## src/rtl/uart_cmd_regfile.sv

```systemverilog
// Decodes UART command packets into per-channel shadow/active configuration banks
// and streams readback frames (A5, ch, sel, value) to the UART transmitter.
module uart_cmd_regfile #(
  parameter int unsigned NUM_CHANNELS = 4,
  parameter int unsigned PAT_WIDTH    = 32,
  parameter int unsigned ERR_CNT_W    = 8
) (
  input  logic                           clk,
  input  logic                           rst,
  input  logic [7:0]                     func_reg,
  input  logic [87:0]                    rev_data,
  input  logic                           pack_done,
  input  logic [NUM_CHANNELS-1:0]        ch_busy,
  output logic [NUM_CHANNELS*8-1:0]      ctrl_o,
  output logic [NUM_CHANNELS*8-1:0]      duty_num_o,
  output logic [NUM_CHANNELS*16-1:0]     pulse_dessert_o,
  output logic [NUM_CHANNELS*8-1:0]      pulse_num_o,
  output logic [NUM_CHANNELS*PAT_WIDTH-1:0] pat_o,
  output logic [NUM_CHANNELS-1:0]        cfg_update,
  output logic [NUM_CHANNELS-1:0]        commit_pending,
  output logic                           cmd_ack,
  output logic                           cmd_err,
  output logic [ERR_CNT_W-1:0]           err_cnt,
  output logic [7:0]                     tx_data,
  output logic                           tx_valid,
  input  logic                           tx_ready
);

  localparam logic [7:0] FN_WR_HS  = 8'h01;
  localparam logic [7:0] FN_WR_LS  = 8'h02;
  localparam logic [7:0] FN_COMMIT = 8'h03;
  localparam logic [7:0] FN_READ   = 8'h04;
  localparam logic [7:0] TX_HEADER = 8'hA5;

  typedef enum logic [2:0] {TX_IDLE, TX_HDR, TX_CH, TX_SEL, TX_VAL} tx_state_t;

  tx_state_t state, state_nxt;

  logic [7:0]           sh_ctrl    [NUM_CHANNELS];
  logic [7:0]           sh_duty    [NUM_CHANNELS];
  logic [15:0]          sh_dessert [NUM_CHANNELS];
  logic [7:0]           sh_num     [NUM_CHANNELS];
  logic [PAT_WIDTH-1:0] sh_pat     [NUM_CHANNELS];
  logic [7:0]           act_ctrl    [NUM_CHANNELS];
  logic [7:0]           act_duty    [NUM_CHANNELS];
  logic [15:0]          act_dessert [NUM_CHANNELS];
  logic [7:0]           act_num     [NUM_CHANNELS];
  logic [PAT_WIDTH-1:0] act_pat     [NUM_CHANNELS];

  logic [7:0]  b1, b2, b3, b4, b5, b6, b7, b8, b9, b10, b11;
  logic [31:0] pat_field;
  logic        ch_ok, cmd_ok, accept, reject, read_accept;
  logic [7:0]  rd_byte;
  logic [31:0] rd_pat;
  logic [7:0]  rd_ch, rd_sel, rd_val;
  logic        unused_bits;

  assign b1  = rev_data[7:0];
  assign b2  = rev_data[15:8];
  assign b3  = rev_data[23:16];
  assign b4  = rev_data[31:24];
  assign b5  = rev_data[39:32];
  assign b6  = rev_data[47:40];
  assign b7  = rev_data[55:48];
  assign b8  = rev_data[63:56];
  assign b9  = rev_data[71:64];
  assign b10 = rev_data[79:72];
  assign b11 = rev_data[87:80];
  assign pat_field   = {b7, b8, b9, b10};
  assign unused_bits = ^{b11, pat_field};

  always_comb begin
    ch_ok  = ({24'd0, b1} < NUM_CHANNELS);
    cmd_ok = 1'b0;
    case (func_reg)
      FN_WR_HS, FN_WR_LS, FN_COMMIT: cmd_ok = ch_ok;
      FN_READ:  cmd_ok = ch_ok && (b2 <= 8'd8) && (state == TX_IDLE);
      default:  cmd_ok = 1'b0;
    endcase
    accept      = pack_done && cmd_ok;
    reject      = pack_done && !cmd_ok;
    read_accept = accept && (func_reg == FN_READ);
  end

  // Readback value is taken from the active bank at accept time, zero-extended pattern
  always_comb begin
    rd_byte = '0;
    rd_pat  = '0;
    for (int unsigned i = 0; i < NUM_CHANNELS; i++) begin
      if (b1 == 8'(i)) begin
        rd_pat = 32'(act_pat[i]);
        case (b2)
          8'd0:    rd_byte = act_ctrl[i];
          8'd1:    rd_byte = act_duty[i];
          8'd2:    rd_byte = act_dessert[i][15:8];
          8'd3:    rd_byte = act_dessert[i][7:0];
          8'd4:    rd_byte = act_num[i];
          8'd5:    rd_byte = rd_pat[31:24];
          8'd6:    rd_byte = rd_pat[23:16];
          8'd7:    rd_byte = rd_pat[15:8];
          8'd8:    rd_byte = rd_pat[7:0];
          default: rd_byte = '0;
        endcase
      end
    end
  end

  always_ff @(posedge clk) begin
    if (rst) begin
      cmd_ack        <= 1'b0;
      cmd_err        <= 1'b0;
      err_cnt        <= '0;
      cfg_update     <= '0;
      commit_pending <= '0;
      rd_ch          <= '0;
      rd_sel         <= '0;
      rd_val         <= '0;
      for (int unsigned i = 0; i < NUM_CHANNELS; i++) begin
        sh_ctrl[i]     <= '0;
        sh_duty[i]     <= '0;
        sh_dessert[i]  <= '0;
        sh_num[i]      <= '0;
        sh_pat[i]      <= '0;
        act_ctrl[i]    <= '0;
        act_duty[i]    <= '0;
        act_dessert[i] <= '0;
        act_num[i]     <= '0;
        act_pat[i]     <= '0;
      end
    end else begin
      cmd_ack <= accept;
      cmd_err <= reject;
      if (reject && (err_cnt != '1)) err_cnt <= err_cnt + 1'b1;
      if (read_accept) begin
        rd_ch  <= b1;
        rd_sel <= b2;
        rd_val <= rd_byte;
      end
      for (int unsigned i = 0; i < NUM_CHANNELS; i++) begin
        cfg_update[i] <= 1'b0;
        // Apply reads shadow before this edge's write, so a same-cycle write lands in shadow only
        if (commit_pending[i] && !ch_busy[i]) begin
          act_ctrl[i]       <= sh_ctrl[i];
          act_duty[i]       <= sh_duty[i];
          act_dessert[i]    <= sh_dessert[i];
          act_num[i]        <= sh_num[i];
          act_pat[i]        <= sh_pat[i];
          commit_pending[i] <= 1'b0;
          cfg_update[i]     <= 1'b1;
        end
        if (accept && (b1 == 8'(i))) begin
          case (func_reg)
            FN_WR_HS: begin
              sh_duty[i]    <= b3;
              sh_dessert[i] <= {b4, b5};
              sh_num[i]     <= b6;
              sh_pat[i]     <= pat_field[PAT_WIDTH-1:0];
            end
            FN_WR_LS:  sh_ctrl[i]        <= b2;
            FN_COMMIT: commit_pending[i] <= 1'b1;
            default: ;
          endcase
        end
      end
    end
  end

  always_ff @(posedge clk) begin
    if (rst) state <= TX_IDLE;
    else     state <= state_nxt;
  end

  always_comb begin
    state_nxt = state;
    tx_valid  = 1'b0;
    tx_data   = '0;
    case (state)
      TX_IDLE: if (read_accept) state_nxt = TX_HDR;
      TX_HDR: begin
        tx_valid = 1'b1;
        tx_data  = TX_HEADER;
        if (tx_ready) state_nxt = TX_CH;
      end
      TX_CH: begin
        tx_valid = 1'b1;
        tx_data  = rd_ch;
        if (tx_ready) state_nxt = TX_SEL;
      end
      TX_SEL: begin
        tx_valid = 1'b1;
        tx_data  = rd_sel;
        if (tx_ready) state_nxt = TX_VAL;
      end
      TX_VAL: begin
        tx_valid = 1'b1;
        tx_data  = rd_val;
        if (tx_ready) state_nxt = TX_IDLE;
      end
      default: state_nxt = TX_IDLE;
    endcase
  end

  always_comb begin
    ctrl_o          = '0;
    duty_num_o      = '0;
    pulse_dessert_o = '0;
    pulse_num_o     = '0;
    pat_o           = '0;
    for (int unsigned i = 0; i < NUM_CHANNELS; i++) begin
      ctrl_o[i*8 +: 8]               = act_ctrl[i];
      duty_num_o[i*8 +: 8]           = act_duty[i];
      pulse_dessert_o[i*16 +: 16]    = act_dessert[i];
      pulse_num_o[i*8 +: 8]          = act_num[i];
      pat_o[i*PAT_WIDTH +: PAT_WIDTH] = act_pat[i];
    end
  end

endmodule
```

## config.mk

```make
export PLATFORM = sky130hd
export DESIGN_NAME = uart_cmd_regfile
export DESIGN_NICKNAME = d
export VERILOG_FILES = /design/src/rtl/uart_cmd_regfile.sv
export SDC_FILE = /design/constraint.sdc
export NUM_CORES = 1
export LEC_CHECK = 0
export CAP_MARGIN = 20
export CORE_ASPECT_RATIO = 1.25
export CORE_MARGIN = 5
export CORE_UTILIZATION = 35
export CTS_CLUSTER_SIZE = 30
export DETAILED_ROUTE_END_ITERATION = 10
export SLEW_MARGIN = 30
export SYNTH_ARGS = -nofsm -noshare
export SYNTH_HDL_FRONTEND = slang
export SYNTH_SLANG_ARGS = --single-unit
```

## constraint.sdc

```tcl
create_clock -name clk -period 5.6 [get_ports clk]
set_clock_uncertainty 0.05 [all_clocks]
set_input_delay 1.12 -clock clk [delete_from_list [all_inputs] [get_ports clk]]
set_output_delay 1.12 -clock clk [all_outputs]
set_load 0.1 [all_outputs]
```

==> qor.csv, run 1 <==
stage;metric;value;unit
worst_setup_path;cpMostUsedCell;buf_4;
worst_setup_path;cp_num_buf_inv;3;
sta;fmax;229.0;MHz
clocking;cts_buffers;60;
sta;maxSlewHeadroom;30.93;%
global_routing;use_met2;42.88;%
detailed_routing;wire_per_inst;32.04;um
detailed_routing;vias;17280;
clocking;postCtsSetupBuffers;0;
clocking;cts_resized;0;
floorplanning;design.core.area;73050;um2
floorplanning;start_util;35.18;%
logic_synthesis;yosysWarnings;0;
global_routing;grt_busiest_layer;met2;
worst_setup_path;critPathCaptureType;flip-flop;
power_and_ir_drop;ir_drop;211.4;uV
global_routing;antenna_found_initial;6;
worst_setup_path;worstPathCellList;clkdlybuf4s50_1 -> buf_4 -> nor4bb_1 -> and2_0 -> buf_4 -> a22oi_1 -> a31oi_1 -> nor2_1 -> o32ai_1;
logic_synthesis;synth_cell_types;70;
logic_synthesis;ys_ff_latch;621;
global_routing;grt_pass1_vias;17050;
layout;drive_above_1_share;9.330;%
clocking;clock_latency;630;ps
global_routing;grt_overflow;0;
run;maxCapViolations;0;
power_and_ir_drop;powerDensity;323.2;nW/um2
clocking;h-tree-depth;2;
power_and_ir_drop;p_int;7.890;mW
detailed_routing;first_pass_iters;5;
floorplanning;die_y;313.0;um
detailed_routing;drt_wl_total;104.0;mm
clocking;path_clk_slew;70;ps
global_routing;grt_usage;25.35;%
power_and_ir_drop;pwr-share-comb;10.4;%
worst_setup_path;crit_path_start_kind;input port;
worst_setup_path;crit_required;6060;ps
clocking;postCtsHoldBufs;0;
power_and_ir_drop;clockPowerShare;39.4;%
worst_setup_path;crit_arrival;4830;ps
detailed_routing;first_iter_violations;1908;
sta;finalHoldViolCount;0;
power_and_ir_drop;swShare;26.32;%
logic_synthesis;synth_seq_area_share;70.80;%
sta;period_share;77.99;%
clocking;cts-root-buf;clkbuf_16;
place;gp_congestion;0.9359;
logic_synthesis;syn_area;25700;um2
logic_synthesis;synth_edf_count;576;
logic_synthesis;synth_top_area_share;67.29;%
worst_setup_path;cp_max_fo;11;
worst_setup_path;crit_family;buffers and inverters;
clocking;cts_tree;yes;
global_routing;grt_pass1_wl;140.0;mm
layout;area_growth;28.89;%
logic_synthesis;async_flop_share;0;%
detailed_routing;ant_nets;0;
power_and_ir_drop;p_seq_share;50.2;%
detailed_routing;drc_errors;0;
logic_synthesis;synth_area_leaders;edfxtp_1 67%, and2_1 14%, dfxtp_1 3.5%, a22oi_1 1.3%, nand2_1 1.1%;
sta;tightest_slew;1028;ps
logic_synthesis;synth.net_count;1916;
clocking;clock_path_buffers;3;
worst_setup_path;crit_slowest_cell;clkdlybuf4s50_1;
status;status;finished clean;
global_routing;use_met3;3.660;%
floorplanning;io_pins;419;
place;portBuffers;410;
worst_setup_path;worstSetupPathType;in -> reg;
hold_path;holdCritPathClass;reg -> reg;
layout;final_nets;2337;
detailed_routing;vias_per_cell;5.323;
sta;holdWs;411.1;ps
place;hpwl;76.30;mm
sta;tns;0;ps
floorplanning;rows;111;
power_and_ir_drop;leakage;11.75;nW
logic_synthesis;syn_avg_cell_area;14.19;um2
global_routing;grt_max_degree;74;
logic_synthesis;synthCells;1811;
worst_setup_path;slowest_delay;920;ps
sta;finalMaxSlewViolations;0;
sta;fin_crit;4367;ps
logic_synthesis;synth_largest_area_cell;edfxtp_1;
global_routing;met1_usage;33.06;%
floorplanning;die_area;78990;um2
layout;final_util;45.35;%
floorplanning;fp.dieW;252.4;um
clocking;cts_sinks;621;
logic_synthesis;ys.flop_type;edfxtp_1;
sta;rsz0062_at_grt;no;
power_and_ir_drop;power_switching;2.819;mW
sta;setup_viol;0;
logic make-up after synthesis:
logic type	Yosys count	synth area share [%]
xor+xnor	9	0.3067
buf+inv	110	1.947
simple gates	835	19.45
flops	621	70.80
fa+ha+maj	1	0.04867
mux	34	1.577
compound gates	201	5.876
cell usage in the layout, fill, tap and decap left out, types with 11 or more instances in the layout:
| master | Yosys | layout |
|---|---|---|
| a21oi_1 | 26 | 26 |
| a22o_1 | 17 | 17 |
| a22oi_1 | 45 | 45 |
| and2_1 | 582 | 583 |
| and3_1 | 33 | 33 |
| buf_2 | 34 | 15 |
| buf_4 | 0 | 48 |
| clkbuf_1 | 65 | 11 |
| clkbuf_16 | 0 | 60 |
| clkdlybuf4s50_1 | 0 | 395 |
| clkinv_2 | 0 | 11 |
| dfxtp_1 | 45 | 45 |
| edfxtp_1 | 576 | 576 |
| mux2_2 | 12 | 12 |
| mux2i_1 | 18 | 18 |
| nand2_1 | 78 | 70 |
| nand3_1 | 14 | 14 |
| nor2_1 | 47 | 43 |
| nor3_1 | 11 | 11 |
| o21ai_0 | 18 | 18 |
cell type report:
| type | count | area, um2 |
|---|---|---|
| clock buffer | 76 | 1612 |
| inverter | 1 | 3.754 |
| multi-input combinational | 1080 | 7083 |
| antenna | 3 | 7.507 |
| tap | 960 | 1201 |
| fill | 6602 | 39920 |
| sequential | 621 | 18200 |
| clock inverter | 37 | 427.9 |
| timing repair buffer | 468 | 4597 |
synth_stat cells (all sizes together), types with 5 or more instances:
cell       n
a32oi      5
nand2     78
buf       44
o21ai     18
a31oi      9
a222oi    10
a221oi     8
o2bb2ai    5
clkbuf    65
mux2i     18
nor3      13
nand4     10
nor2      52
dfxtp     45
xor2       8
a21oi     26
a2111oi    8
mux2      12
and2     585
nand2b     7
nor4b      6
and3      33
nor2b      9
nand3     14
a2bb2oi    8
or2        5
and4       8
a22oi     45
o31ai      5
edfxtp   576
o22ai      9
a22o      17
power groups by stage:
stage	clock network [mW]	registers, mW	logic [mW]
2_1_floorplan	0	5.96	0.144
3_3_place_gp	0	5.47	1.11
3_5_place_dp	0	5.48	1.12
4_1_cts	4.27	5.38	1.12
5_1_grt	4.45	5.38	1.13
6_report	4.22	5.38	1.11
layer usage:
layer	share of wire (%)	vias up
li1	-	7445
met1	39	8799
met2	49	878
met3	7.2	155
met4	4.6	0
met5	0	-
final timing paths:
| kind | end | slack (ps) | startpoint | cells after the start |
|---|---|---|---|---|
| max reg2reg | sh_dessert[0][15] | 2530 | state[0] | 7 |
| min | rd_sel[2] | 410 | rd_sel[2] | 2 |
| min reg2reg | rd_sel[2] | 410 | rd_sel[2] | 2 |
| max | rd_val[0] | 1230 | rev_data[11] | 9 |
sequential cells by signal, indices dropped and copies added, names as in the netlist, 8 cells and up:
signal and count:
sh_duty 32, sh_num 32, act_ctrl 32, act_dessert 64
sh_ctrl 32, rd_val 8, err_cnt 8, rd_sel 8
act_num 32, rd_ch 8, act_duty 32, act_pat 128
sh_dessert 64, sh_pat 128
worst register-to-register path: stages (launching register included):
cell,delay (ps)
dfxtp_1,450
nor4b_1,420
nand4_1,170
a211o_1,480
nor3_1,350
nand2_1,130
nand2_2,130
buf_12,310
per-stage QoR:
step | area, um2 | setup WS (ps) | cells | power (mW)
floorplan | 25700 | 1324 | 1811 | 6.104
global placement | 31120 | 716.0 | 3129 | 6.587
detailed placement | 31090 | 718.3 | 3130 | 6.591
CTS | 33130 | 1308 | 3243 | 10.76
global route | 33120 | 1139 | 3243 | 10.97
finish | 33130 | 1233 | 3246 | 10.71
No activity file was read; power rests on OpenSTA's default activity.
==> run 2: changes to the inputs <==
- clock period: 5.6 -> 3.65 ns (I/O delays scaled with it)
==> run 2 against run 1 <==
  * Non-clock buffer count rose by 84
  * Worst setup slack got worse by 770 ps
  * Final area rose by 0.52%
  * Core utilization rose by 0.24 points
  * Worst hold slack got worse by 5.0 ps
  * Via count rose by 2.5%
  * Sequential power rose by 54%
==> qor.csv, run 2 (synthesis results as in run 1) <==
stage;metric;value;unit;change
worst_setup_path;rrSetupSlack;860;ps;-1670 ps
clocking;postCtsSetupBuffers;0;;unchanged
sta;rsz0062_at_grt;no;;
layout;area_growth;29.57;%;
worst_setup_path;crit_required;2870;ps;-3190 ps
detailed_routing;wire_per_inst;31.50;um;-1.7%
hold_path;holdPathEnd;rd_sel[1];;
clocking;cts_sinks;621;;unchanged
place;portBuffers;410;;unchanged
layout;layout_commonest_cell;and2_1;;
power_and_ir_drop;ir_drop;396.2;uV;+87%
floorplanning;die_y;313.0;um;unchanged
global_routing;grt_overflow;0;;unchanged
worst_setup_path;rr_endpoint;sh_pat[0][31];;
worst_setup_path;critPathCaptureType;primary output;;
detailed_routing;first_pass_iters;5;;unchanged
floorplanning;die_area;78990;um2;unchanged
sta;setup_viol;0;;unchanged
worst_setup_path;cp-startpoint;state[0];;
global_routing;antenna_found_initial;8;;+2
place;gp_congestion;0.9456;;+1.0%
sta;tns;0;ps;unchanged
global_routing;grt_pass1_vias;17420;;+2.1%
clocking;cts_buffers;59;;-1.7%
sta;period_share;87.38;%;
clocking;clock_path_buffers;3;;unchanged
floorplanning;design.core.area;73050;um2;unchanged
clocking;path_clk_slew;70;ps;about the same
floorplanning;fp.dieW;252.4;um;unchanged
detailed_routing;dr_wl_met3;8.404;mm;+13%
place;pre_cts_ws;40.67;ps;-677.6 ps
worst_setup_path;r2r_start;state[0];;
sta;maxSlewHeadroom;32.94;%;+2.0 points
worst_setup_path;crit_path_start_kind;flip-flop;;
layout;mostFrequentLayoutCells;583 x and2_1, 576 x edfxtp_1, 400 x buf_4;;
clocking;h-tree-depth;2;;unchanged
detailed_routing;dr_wl_met2;50.31;mm;-1.5%
detailed_routing;wl_met1;40.81;mm;+0.14%
sta;finalHoldViolCount;0;;unchanged
status;status;finished clean;;
sta;finalMaxSlewViolations;0;;unchanged
hold_path;holdPathStages;2;;unchanged
floorplanning;rows;111;;unchanged
clocking;cts-root-buf;clkbuf_16;;
detailed_routing;first_iter_violations;2055;;+7.7%
clocking;postCtsHoldBufs;0;;unchanged
place;hpwl;77.89;mm;+2.1%
layout;final_util;45.59;%;+0.24 points
worst_setup_path;slowest_delay;650;ps;-270 ps
worst_setup_path;crit_arrival;2410;ps;-2420 ps
detailed_routing;routed.top_layer;met5;;
power_and_ir_drop;total_power;16.04;mW;+50%
clocking;cts_resized;0;;unchanged
detailed_routing;drt_wl_total;104.8;mm;+0.74%
layout;drive_above_1_share;24.07;%;+15 points
worst_setup_path;cpMostUsedCell;nand2_1;;
global_routing;grt_pass1_wl;141.8;mm;+1.3%
sta;tightest_slew;1003;ps;-25.50 ps
sta;fin_crit;3189;ps;
layout;final_nets;2420;;+3.6%
detailed_routing;vias;17700;;+2.5%
layout;top_regs;act_pat x128, sh_pat x128;;
sta;fin_ws;460.8;ps;-771.9 ps
power_and_ir_drop;powerDensity;481.7;nW/um2;+49%
run;maxCapViolations;0;;unchanged
hold_path;holdCritPathClass;reg -> reg;;
power_and_ir_drop;leakage;12.59;nW;+7.2%
floorplanning;start_util;35.18;%;unchanged
floorplanning;io_pins;419;;unchanged
worst_setup_path;worstSetupPathType;reg -> out;;
detailed_routing;vias_per_cell;5.320;;about the same
sta;fmax;313.6;MHz;
global_routing;grt_max_degree;74;;unchanged
detailed_routing;drc_errors;0;;unchanged
worst_setup_path;reg2regPathDepth;7;;unchanged
clocking;cts_tree;yes;;
hold_path;worstHoldStart;rd_sel[1];;
global_routing;grt_usage;25.65;%;+0.30 points
worst_setup_path;cp_max_fo;14;;+3
worst_setup_path;crit_slowest_cell;dfxtp_1;;
detailed_routing;ant_nets;0;;unchanged
worst_setup_path;worstPathCellList;nand2_1 -> nor2_1 -> nand2_1 -> o21ai_1 -> buf_4;;
clocking;clock_latency;640;ps;about the same
layout;fillerInstances;6631;;+0.44%
-- run 2: changes by cell type in the layout (fill, tap and decap cells not counted), moves of 4 or more --
cell,delta
bufinv_16,-5
o31ai_1,-4
buf_4,+352
clkinv_2,-4
o21ai_1,+4
buf_2,-13
o21ai_0,-4
buf_12,+31
clkdlybuf4s50_1,-285
o31ai_2,+4
clkinv_1,+8
clkbuf_1,+4
-- run 2: layer usage --
layer  global-route usage (%)  vias up
met3                    4.332      160
met5                        0        -
met4                    10.97        2
met1                    33.67     8982
li1                         -     7610
met2                    42.19      947
-- run 2: final cells by class --
type	count	area, um2	share of cell area [%]
antenna	3	7.507	0.02254
clock buffer	81	1632	4.899
clock inverter	29	246.5	0.7401
inverter	1	3.754	0.01127
multi-input combinational	1080	7101	21.32
sequential	621	18200	54.64
tap	960	1201	3.607
timing repair buffer	552	4915	14.76
-- run 2: stage by stage --
step	cells	cell area, um2	hold slack, ps
finish	3327	33300	406.1
detailed placement	3214	31420	400.1
global route	3326	33300	432.9
floorplan	1811	25730	381.6
CTS	3324	33300	409.4
global placement	3214	31420	389.8
-- run 2: worst max path at each step --
stage | endpoint | slack (ps) | depth (start not counted)
after floorplan | act_ctrl[1][0] | 200 | 4
after global placement | rd_val[7] | -3 | 10
after detailed placement | rd_val[2] | 40 | 10
after CTS | tx_data[4] | 480 | 5
after global routing | tx_data[4] | 340 | 5
final | tx_data[4] | 460 | 5
-- run 2: where the power goes --
group	switching [mW]	internal (mW)
sequential	0.225	8.03
combinational	1.35	0.391
clock	2.71	3.34
total	4.28	11.8
-- run 2: worst max-delay path, delay by kind of cell, from the launching register on --
| kind | cells | cell delay, ps |
|---|---|---|
| AOI/OAI and AO/OA | 1 | 130 |
| buffers and inverters | 1 | 330 |
| DFF | 1 | 650 |
| and+or+nand+nor | 3 | 680 |
